File: config.mk
export PLATFORM = sky130hd
export DESIGN_NAME = alu_op_issue_flat
export DESIGN_NICKNAME = d
export VERILOG_FILES = /design/src/rtl/alu_pkg.sv /design/src/rtl/alu_op_issue_if.sv /design/src/rtl/alu_op_lut.sv /design/src/rtl/alu_op_issue.sv /design/src/flat_wrapper.sv
export SDC_FILE = /design/constraint.sdc
export NUM_CORES = 1
export LEC_CHECK = 0
export BUFFER_PORTS_ARGS = -buffer_cell sky130_fd_sc_hd__buf_2
export CELL_PAD_IN_SITES_DETAIL_PLACEMENT = 2
export CELL_PAD_IN_SITES_GLOBAL_PLACEMENT = 2
export CORE_MARGIN = 2
export CORE_UTILIZATION = 35
export DETAILED_ROUTE_END_ITERATION = 6
export PLACE_DENSITY_LB_ADDON = 0.1
export RECOVER_POWER = 50
export SYNTH_ARGS = -nofsm -noshare
export SYNTH_HDL_FRONTEND = slang
export SYNTH_HIERARCHICAL = 1
export SYNTH_SLANG_ARGS = --single-unit
File: constraint.sdc
create_clock -name clk -period 2.6 [get_ports clk]
set_clock_uncertainty 0.2 [all_clocks]
set_input_delay 0.13 -clock clk [delete_from_list [all_inputs] [get_ports clk]]
set_output_delay 0.13 -clock clk [all_outputs]
set_load 0.01 [all_outputs]
File: src/rtl/alu_pkg.sv
// Shared ALU operation encodings, decode-stage ALUOp classes and funct3 constants.
// Latency: n/a (types and constants only).
// Backpressure: n/a.
package alu_pkg;

    localparam int ALU_OP_W = 4;

    typedef enum logic [ALU_OP_W-1:0] {
        OP_AND     = 4'b0000,
        OP_OR      = 4'b0001,
        OP_ADD     = 4'b0010,
        OP_SUB     = 4'b0011,
        OP_XOR     = 4'b0100,
        OP_SLL     = 4'b0101,
        OP_EQ      = 4'b1000,
        OP_ILLEGAL = 4'b1111
    } alu_op_e;

    typedef enum logic [1:0] {
        ALUOP_MEM    = 2'b00,
        ALUOP_BRANCH = 2'b01,
        ALUOP_RTYPE  = 2'b10,
        ALUOP_ITYPE  = 2'b11
    } aluop_e;

    localparam logic [2:0] F3_ADD = 3'b000;
    localparam logic [2:0] F3_SLL = 3'b001;
    localparam logic [2:0] F3_XOR = 3'b100;
    localparam logic [2:0] F3_OR  = 3'b110;
    localparam logic [2:0] F3_AND = 3'b111;
    localparam logic [2:0] F3_BEQ = 3'b000;

endpackage

File: src/rtl/alu_op_issue_if.sv
// Decode-to-execute ALU operation handshake bundle (request side and issue side).
// Latency: n/a (wires only).
// Backpressure: in_ready / out_ready valid-ready pairs.
// master = the issuing block; slave = decode stage plus execute stage around it.
interface alu_op_issue_if #(
    parameter int OPCODE_LENGTH = 4,
    parameter int TAG_WIDTH     = 5
);
    // decode-stage request
    logic                     in_valid;
    logic                     in_ready;
    logic [1:0]               in_aluop;
    logic [2:0]               in_funct3;
    logic                     in_funct7b5;
    logic [TAG_WIDTH-1:0]     in_tag;
    // execute-stage issue
    logic                     out_valid;
    logic                     out_ready;
    logic [OPCODE_LENGTH-1:0] out_op;
    logic                     out_illegal;
    logic [TAG_WIDTH-1:0]     out_tag;

    modport master (
        input  in_valid, in_aluop, in_funct3, in_funct7b5, in_tag, out_ready,
        output in_ready, out_valid, out_op, out_illegal, out_tag
    );

    modport slave (
        output in_valid, in_aluop, in_funct3, in_funct7b5, in_tag, out_ready,
        input  in_ready, out_valid, out_op, out_illegal, out_tag
    );
endinterface

File: src/rtl/alu_op_lut.sv
// Translates ALUOp/funct3/funct7[5] into an ALU operation code plus illegal flag.
// Latency: combinational.
// Backpressure: none.
// Ports: aluop_i, funct3_i, funct7b5_i in; op_o, illegal_o out.
module alu_op_lut
    import alu_pkg::*;
(
    input  logic [1:0] aluop_i,
    input  logic [2:0] funct3_i,
    input  logic       funct7b5_i,
    output alu_op_e    op_o,
    output logic       illegal_o
);

    always_comb begin
        op_o = OP_ILLEGAL;
        case (aluop_e'(aluop_i))
            ALUOP_MEM: op_o = OP_ADD;
            ALUOP_BRANCH: begin
                if (funct3_i == F3_BEQ) op_o = OP_EQ;
            end
            ALUOP_RTYPE, ALUOP_ITYPE: begin
                case (funct3_i)
                    // funct7[5] selects SUB only for register-register forms;
                    // for immediates bit 30 is part of the immediate.
                    F3_ADD: op_o = (aluop_i == ALUOP_RTYPE && funct7b5_i) ? OP_SUB : OP_ADD;
                    F3_AND: op_o = OP_AND;
                    F3_OR:  op_o = OP_OR;
                    F3_XOR: op_o = OP_XOR;
                    F3_SLL: if (!funct7b5_i) op_o = OP_SLL;
                    default: op_o = OP_ILLEGAL;
                endcase
            end
            default: op_o = OP_ILLEGAL;
        endcase
    end

    assign illegal_o = (op_o == OP_ILLEGAL);

endmodule

File: src/rtl/alu_op_issue.sv
// Registers decoded ALU operations toward execute through a main stage plus one skid entry.
// Latency: 1 cycle accept-to-valid; 1 op/cycle when out_ready stays high.
// Backpressure: in_ready is a flop (= skid empty), never a combinational function of out_ready.
// Ports: clk, rst_n, flush, illegal_cnt plain; request/issue handshakes via bus (master).
module alu_op_issue
    import alu_pkg::*;
#(
    parameter int OPCODE_LENGTH = ALU_OP_W,
    parameter int TAG_WIDTH     = 5,
    parameter int CNT_WIDTH     = 8
) (
    input  logic                 clk,
    input  logic                 rst_n,
    input  logic                 flush,
    output logic [CNT_WIDTH-1:0] illegal_cnt,
    alu_op_issue_if.master       bus
);

    alu_op_e                  dec_op;
    logic                     dec_illegal;

    logic                     main_vld_q, main_vld_d;
    logic [OPCODE_LENGTH-1:0] main_op_q, main_op_d;
    logic                     main_ill_q, main_ill_d;
    logic [TAG_WIDTH-1:0]     main_tag_q, main_tag_d;

    logic                     skid_vld_q, skid_vld_d;
    logic [OPCODE_LENGTH-1:0] skid_op_q, skid_op_d;
    logic                     skid_ill_q, skid_ill_d;
    logic [TAG_WIDTH-1:0]     skid_tag_q, skid_tag_d;

    logic [CNT_WIDTH-1:0]     cnt_q, cnt_d;

    logic                     accept;
    logic                     fire;
    logic                     main_free;

    alu_op_lut u_lut (
        .aluop_i    (bus.in_aluop),
        .funct3_i   (bus.in_funct3),
        .funct7b5_i (bus.in_funct7b5),
        .op_o       (dec_op),
        .illegal_o  (dec_illegal)
    );

    assign accept    = bus.in_valid && !skid_vld_q && !flush;
    assign fire      = main_vld_q && bus.out_ready;
    assign main_free = !main_vld_q || fire;

    always_comb begin
        main_vld_d = main_vld_q;
        main_op_d  = main_op_q;
        main_ill_d = main_ill_q;
        main_tag_d = main_tag_q;
        skid_vld_d = skid_vld_q;
        skid_op_d  = skid_op_q;
        skid_ill_d = skid_ill_q;
        skid_tag_d = skid_tag_q;
        cnt_d      = cnt_q;

        // Skid always drains first; while it is full in_ready is low, so an
        // accept can never coincide with a skid-to-main move.
        if (main_free) begin
            if (skid_vld_q) begin
                main_vld_d = 1'b1;
                main_op_d  = skid_op_q;
                main_ill_d = skid_ill_q;
                main_tag_d = skid_tag_q;
                skid_vld_d = 1'b0;
            end else if (accept) begin
                main_vld_d = 1'b1;
                main_op_d  = dec_op;
                main_ill_d = dec_illegal;
                main_tag_d = bus.in_tag;
            end else begin
                main_vld_d = 1'b0;
            end
        end

        if (accept && main_vld_q && !fire) begin
            skid_vld_d = 1'b1;
            skid_op_d  = dec_op;
            skid_ill_d = dec_illegal;
            skid_tag_d = bus.in_tag;
        end

        if (accept && dec_illegal && (cnt_q != {CNT_WIDTH{1'b1}}))
            cnt_d = cnt_q + CNT_WIDTH'(1);

        // Flush kills valids only; payload registers may keep stale data.
        if (flush) begin
            main_vld_d = 1'b0;
            skid_vld_d = 1'b0;
        end
    end

    always_ff @(posedge clk or negedge rst_n) begin
        if (!rst_n) begin
            main_vld_q <= 1'b0;
            main_op_q  <= '0;
            main_ill_q <= 1'b0;
            main_tag_q <= '0;
            skid_vld_q <= 1'b0;
            skid_op_q  <= '0;
            skid_ill_q <= 1'b0;
            skid_tag_q <= '0;
            cnt_q      <= '0;
        end else begin
            main_vld_q <= main_vld_d;
            main_op_q  <= main_op_d;
            main_ill_q <= main_ill_d;
            main_tag_q <= main_tag_d;
            skid_vld_q <= skid_vld_d;
            skid_op_q  <= skid_op_d;
            skid_ill_q <= skid_ill_d;
            skid_tag_q <= skid_tag_d;
            cnt_q      <= cnt_d;
        end
    end

    assign bus.in_ready    = !skid_vld_q;
    assign bus.out_valid   = main_vld_q;
    assign bus.out_op      = main_op_q;
    assign bus.out_illegal = main_ill_q;
    assign bus.out_tag     = main_tag_q;
    assign illegal_cnt     = cnt_q;

endmodule

File: src/flat_wrapper.sv
// flat-port wrapper written by rule: the top's interface ports become plain ports
module alu_op_issue_flat import alu_pkg::*;
#(
    parameter int OPCODE_LENGTH = ALU_OP_W,
    parameter int TAG_WIDTH     = 5,
    parameter int CNT_WIDTH     = 8
)
  (clk, rst_n, flush, illegal_cnt, bus_in_valid, bus_in_aluop, bus_in_funct3, bus_in_funct7b5, bus_in_tag, bus_out_ready, bus_in_ready, bus_out_valid, bus_out_op, bus_out_illegal, bus_out_tag);
  alu_op_issue_if #(.OPCODE_LENGTH(OPCODE_LENGTH), .TAG_WIDTH(TAG_WIDTH)) bus_i ();
  input  logic clk;
  input  logic rst_n;
  input  logic flush;
  output logic [CNT_WIDTH-1:0] illegal_cnt;
  input wire logic [$bits(bus_i.in_valid)-1:0] bus_in_valid;
  input wire logic [$bits(bus_i.in_aluop)-1:0] bus_in_aluop;
  input wire logic [$bits(bus_i.in_funct3)-1:0] bus_in_funct3;
  input wire logic [$bits(bus_i.in_funct7b5)-1:0] bus_in_funct7b5;
  input wire logic [$bits(bus_i.in_tag)-1:0] bus_in_tag;
  input wire logic [$bits(bus_i.out_ready)-1:0] bus_out_ready;
  output wire logic [$bits(bus_i.in_ready)-1:0] bus_in_ready;
  output wire logic [$bits(bus_i.out_valid)-1:0] bus_out_valid;
  output wire logic [$bits(bus_i.out_op)-1:0] bus_out_op;
  output wire logic [$bits(bus_i.out_illegal)-1:0] bus_out_illegal;
  output wire logic [$bits(bus_i.out_tag)-1:0] bus_out_tag;
  assign bus_i.in_valid = bus_in_valid;
  assign bus_i.in_aluop = bus_in_aluop;
  assign bus_i.in_funct3 = bus_in_funct3;
  assign bus_i.in_funct7b5 = bus_in_funct7b5;
  assign bus_i.in_tag = bus_in_tag;
  assign bus_i.out_ready = bus_out_ready;
  assign bus_in_ready = bus_i.in_ready;
  assign bus_out_valid = bus_i.out_valid;
  assign bus_out_op = bus_i.out_op;
  assign bus_out_illegal = bus_i.out_illegal;
  assign bus_out_tag = bus_i.out_tag;
  alu_op_issue #(.OPCODE_LENGTH(OPCODE_LENGTH), .TAG_WIDTH(TAG_WIDTH), .CNT_WIDTH(CNT_WIDTH)) u_core (.clk(clk), .rst_n(rst_n), .flush(flush), .illegal_cnt(illegal_cnt), .bus(bus_i));
endmodule
==> impl_metrics.toml <==
[status]
status = "complete, no violations"

[cells_and_area]
area_delta_synth_final_pct = 26.1
mostFrequentLayoutCell = "dfrtp_1"
fin_cells = 232
fin_util_pct = 46.1
antennaDiodeCount = 0
nNetsFinal = 198
final_cell_mix = "30 x dfrtp_1, 19 x buf_2, 17 x clkbuf_1"
drive_gt1_share_pct = 25.3

[global_routing]
grt_max_degree = 31
grt_antenna_before_repair = 0
track_usage_pct = 17.9
overflow = 0
grt_pass1_vias = 1293
grt_pass1_wl_um = 6150

[floorplanning]
core_region_area_um2 = 4030
dieArea_um2 = 4750
rows = 23
die_w_um = 68.9
die_h_um = 68.9
num_io_pins = 36
start_util_pct = 36.6

[synthesis]
syn-cell-area_um2 = 1470
syn_nets = 150
yosysUniqueCellTypes = 35
async_flop_share_pct = 100
postSynthCellCount = 133
synth_edf_count = 0
ys_ff_latch = 30
synthFlopType = "dfrtp_1"
synth_area_per_cell_um2 = 11.1
yosysWarningCount = 6
seq_area_frac_synth_pct = 50.9

[setup_path]
critical_path_class = "primary input to flop"
worstPathRequired_ps = 2550
crit_path_max_incr_delay_ps = 530
path_buf_inv = 2
cp-end-kind = "flop"
worstPathArrival_ps = 1910
critPathMaxFanout = 10
path_delay_family = "simple AND/OR/NAND/NOR gates"
cp-start-kind = "primary input"
reg2reg_slack_ps = 760
slowest_stage = "dlygate4sd3_1"
path_cells = "dlygate4sd3_1 -> buf_2 -> nand2b_1 -> nand3b_1 -> mux2_2"

[sta]
drv_slew = 0
timing.final.crit_share_pct = 75.3
slew_headroom_pct = 54.4
finalHoldViolations = 0
tns_ps = 0
setup_viol = 0
fin_crit_ps = 1960
fmax_mhz = 511
tightest_slew_ps = 684
rsz0062_at_grt = "no"

[power_and_ir_drop]
ir_worst_vdd_uv = 273
power_density_nw_per_um2 = 733
p_leak_nw = 0.807
power_mw = 1.36

[cts]
cts_made_buffers = 5
postCtsSetupBuffers = 0
cts-root-buf = "clkbuf_8"
clk_pin_slew_ps = 60
clk_latency_ps = 270
h-tree-depth = 2
cts.sinks = 30
cts_tree = "done"
clock_path_buffers = 2

[routing]
post_drt_wl_per_cell_um = 16.1
drt_iter0_markers = 36
drtAntennaViolNets = 0
firstDrtPassIters = 3
finalWirelength_um = 3740
drc = 0
vias_per_cell = 5.16
vias = 1198

[worst_hold_path]
hold_path_class = "primary input to flop"

[place]
io_buffers = 35
hpwlAfterDp_um = 2610
dp.cells = 214
gp_congestion = 0.769

[run]
max-cap-violations = 0
## worst min-delay path: stages
cell and delay (ps):
buf_2 130, nand2b_1 80, nand2_1 80, mux2_2 140
## report_power, final
group          switching (mW)  total [mW]  internal [mW]
combinational           0.165       0.313          0.148
clock                   0.171       0.384          0.213
sequential             0.0905       0.666          0.576
## routing by layer
layer,global-route usage [%],wire length (um),up-vias
li1,-,-,566
met1,21.6,1660,606
met2,32.0,1910,24
met3,3.90,140,2
met4,5.15,30,0
met5,0,0,-
## area by class of cell
cell class,instances,area [um^2]
fill,450,2170
inverter,3,11.3
tap,50,62.6
clock buffer,7,86.3
clock inverter,1,5.00
multi-input combinational,94,672
timing repair buffer,47,270
sequential,30,751
## path summary, 6_finish.rpt
| path | start | end | depth (start not counted) |
|---|---|---|---|
| worst max-delay path | bus_out_ready | u_core/skid_op_q[0]$_DFFE_PN0P_ | 5 |
| worst min-delay path | bus_in_aluop[0] | u_core/skid_op_q[3]$_DFFE_PN0P_ | 4 |
| worst max register to register | u_core/illegal_cnt[0]$_DFFE_PN0P_ | u_core/illegal_cnt[1]$_DFFE_PN0P_ | 4 |
| worst min register to register | u_core/bus.out_tag[1]$_DFFE_PN0P_ | u_core/bus.out_tag[1]$_DFFE_PN0P_ | 2 |
| max in group asynchronous | rst_n | u_core/bus.out_valid$_DFFE_PN0P_ | 2 |
| min in group asynchronous | rst_n | u_core/bus.out_tag[2]$_DFFE_PN0P_ | 2 |
## flip-flops by register name, summed over array words and instances (netlist names)
signal and count:
u_core/bus.out_op 4, u_core/skid_vld_q 1, u_core/bus.out_illegal 1, u_core/skid_tag_q 5, u_core/bus.out_tag 5, u_core/skid_op_q 4
u_core/illegal_cnt 8, u_core/skid_ill_q 1, u_core/bus.out_valid 1
## what timing repair did
action / 4_1_cts / 5_1_grt
gates resized for setup: 0 / 0
hold buffers: 10 / 0
hold endpoints to repair: 42 / 0
## cell usage after synthesis, types with 2 or more instances
library cell  number  share of area (%)
a31oi_1            2               0.85
mux2i_1           11                7.5
inv_1              3               0.76
buf_6              2                1.5
nand2_1           14                3.6
nand2b_1           2               0.85
a21oi_1            6                2.0
nand3_1            2               0.68
nand4_1            3                1.3
xnor2_1            2                1.2
buf_2              2               0.68
nor2_1             6                1.5
nor3_1             2               0.68
dfrtp_1           30                 51
clkbuf_1           2               0.51
mux2_2            12                9.2
o21ai_0           14                4.8
## stage by stage
stage | instance area [um^2] | hold WS (ps) | worst slack [ps]
global route | 1860 | 168 | 531
floorplan | 1470 | -366 | 682
finish | 1860 | 127 | 642
global placement | 1690 | 10.1 | 555
detailed placement | 1690 | 15.4 | 492
CTS | 1880 | 136 | 616
## logic make-up (layout without fill, tap and decap cells)
family | Yosys count | count (layout) | synth area share, %
xor+xnor | 3 | 3 | 1.78
flops | 30 | 30 | 50.9
mux | 24 | 24 | 17.7
simple gates | 38 | 38 | 14.2
compound gates | 28 | 28 | 11.1
fa+ha+maj | 1 | 1 | 0.849
buf+inv | 9 | 58 | 3.48
Note: power is estimated with default switching activity, not from simulation.
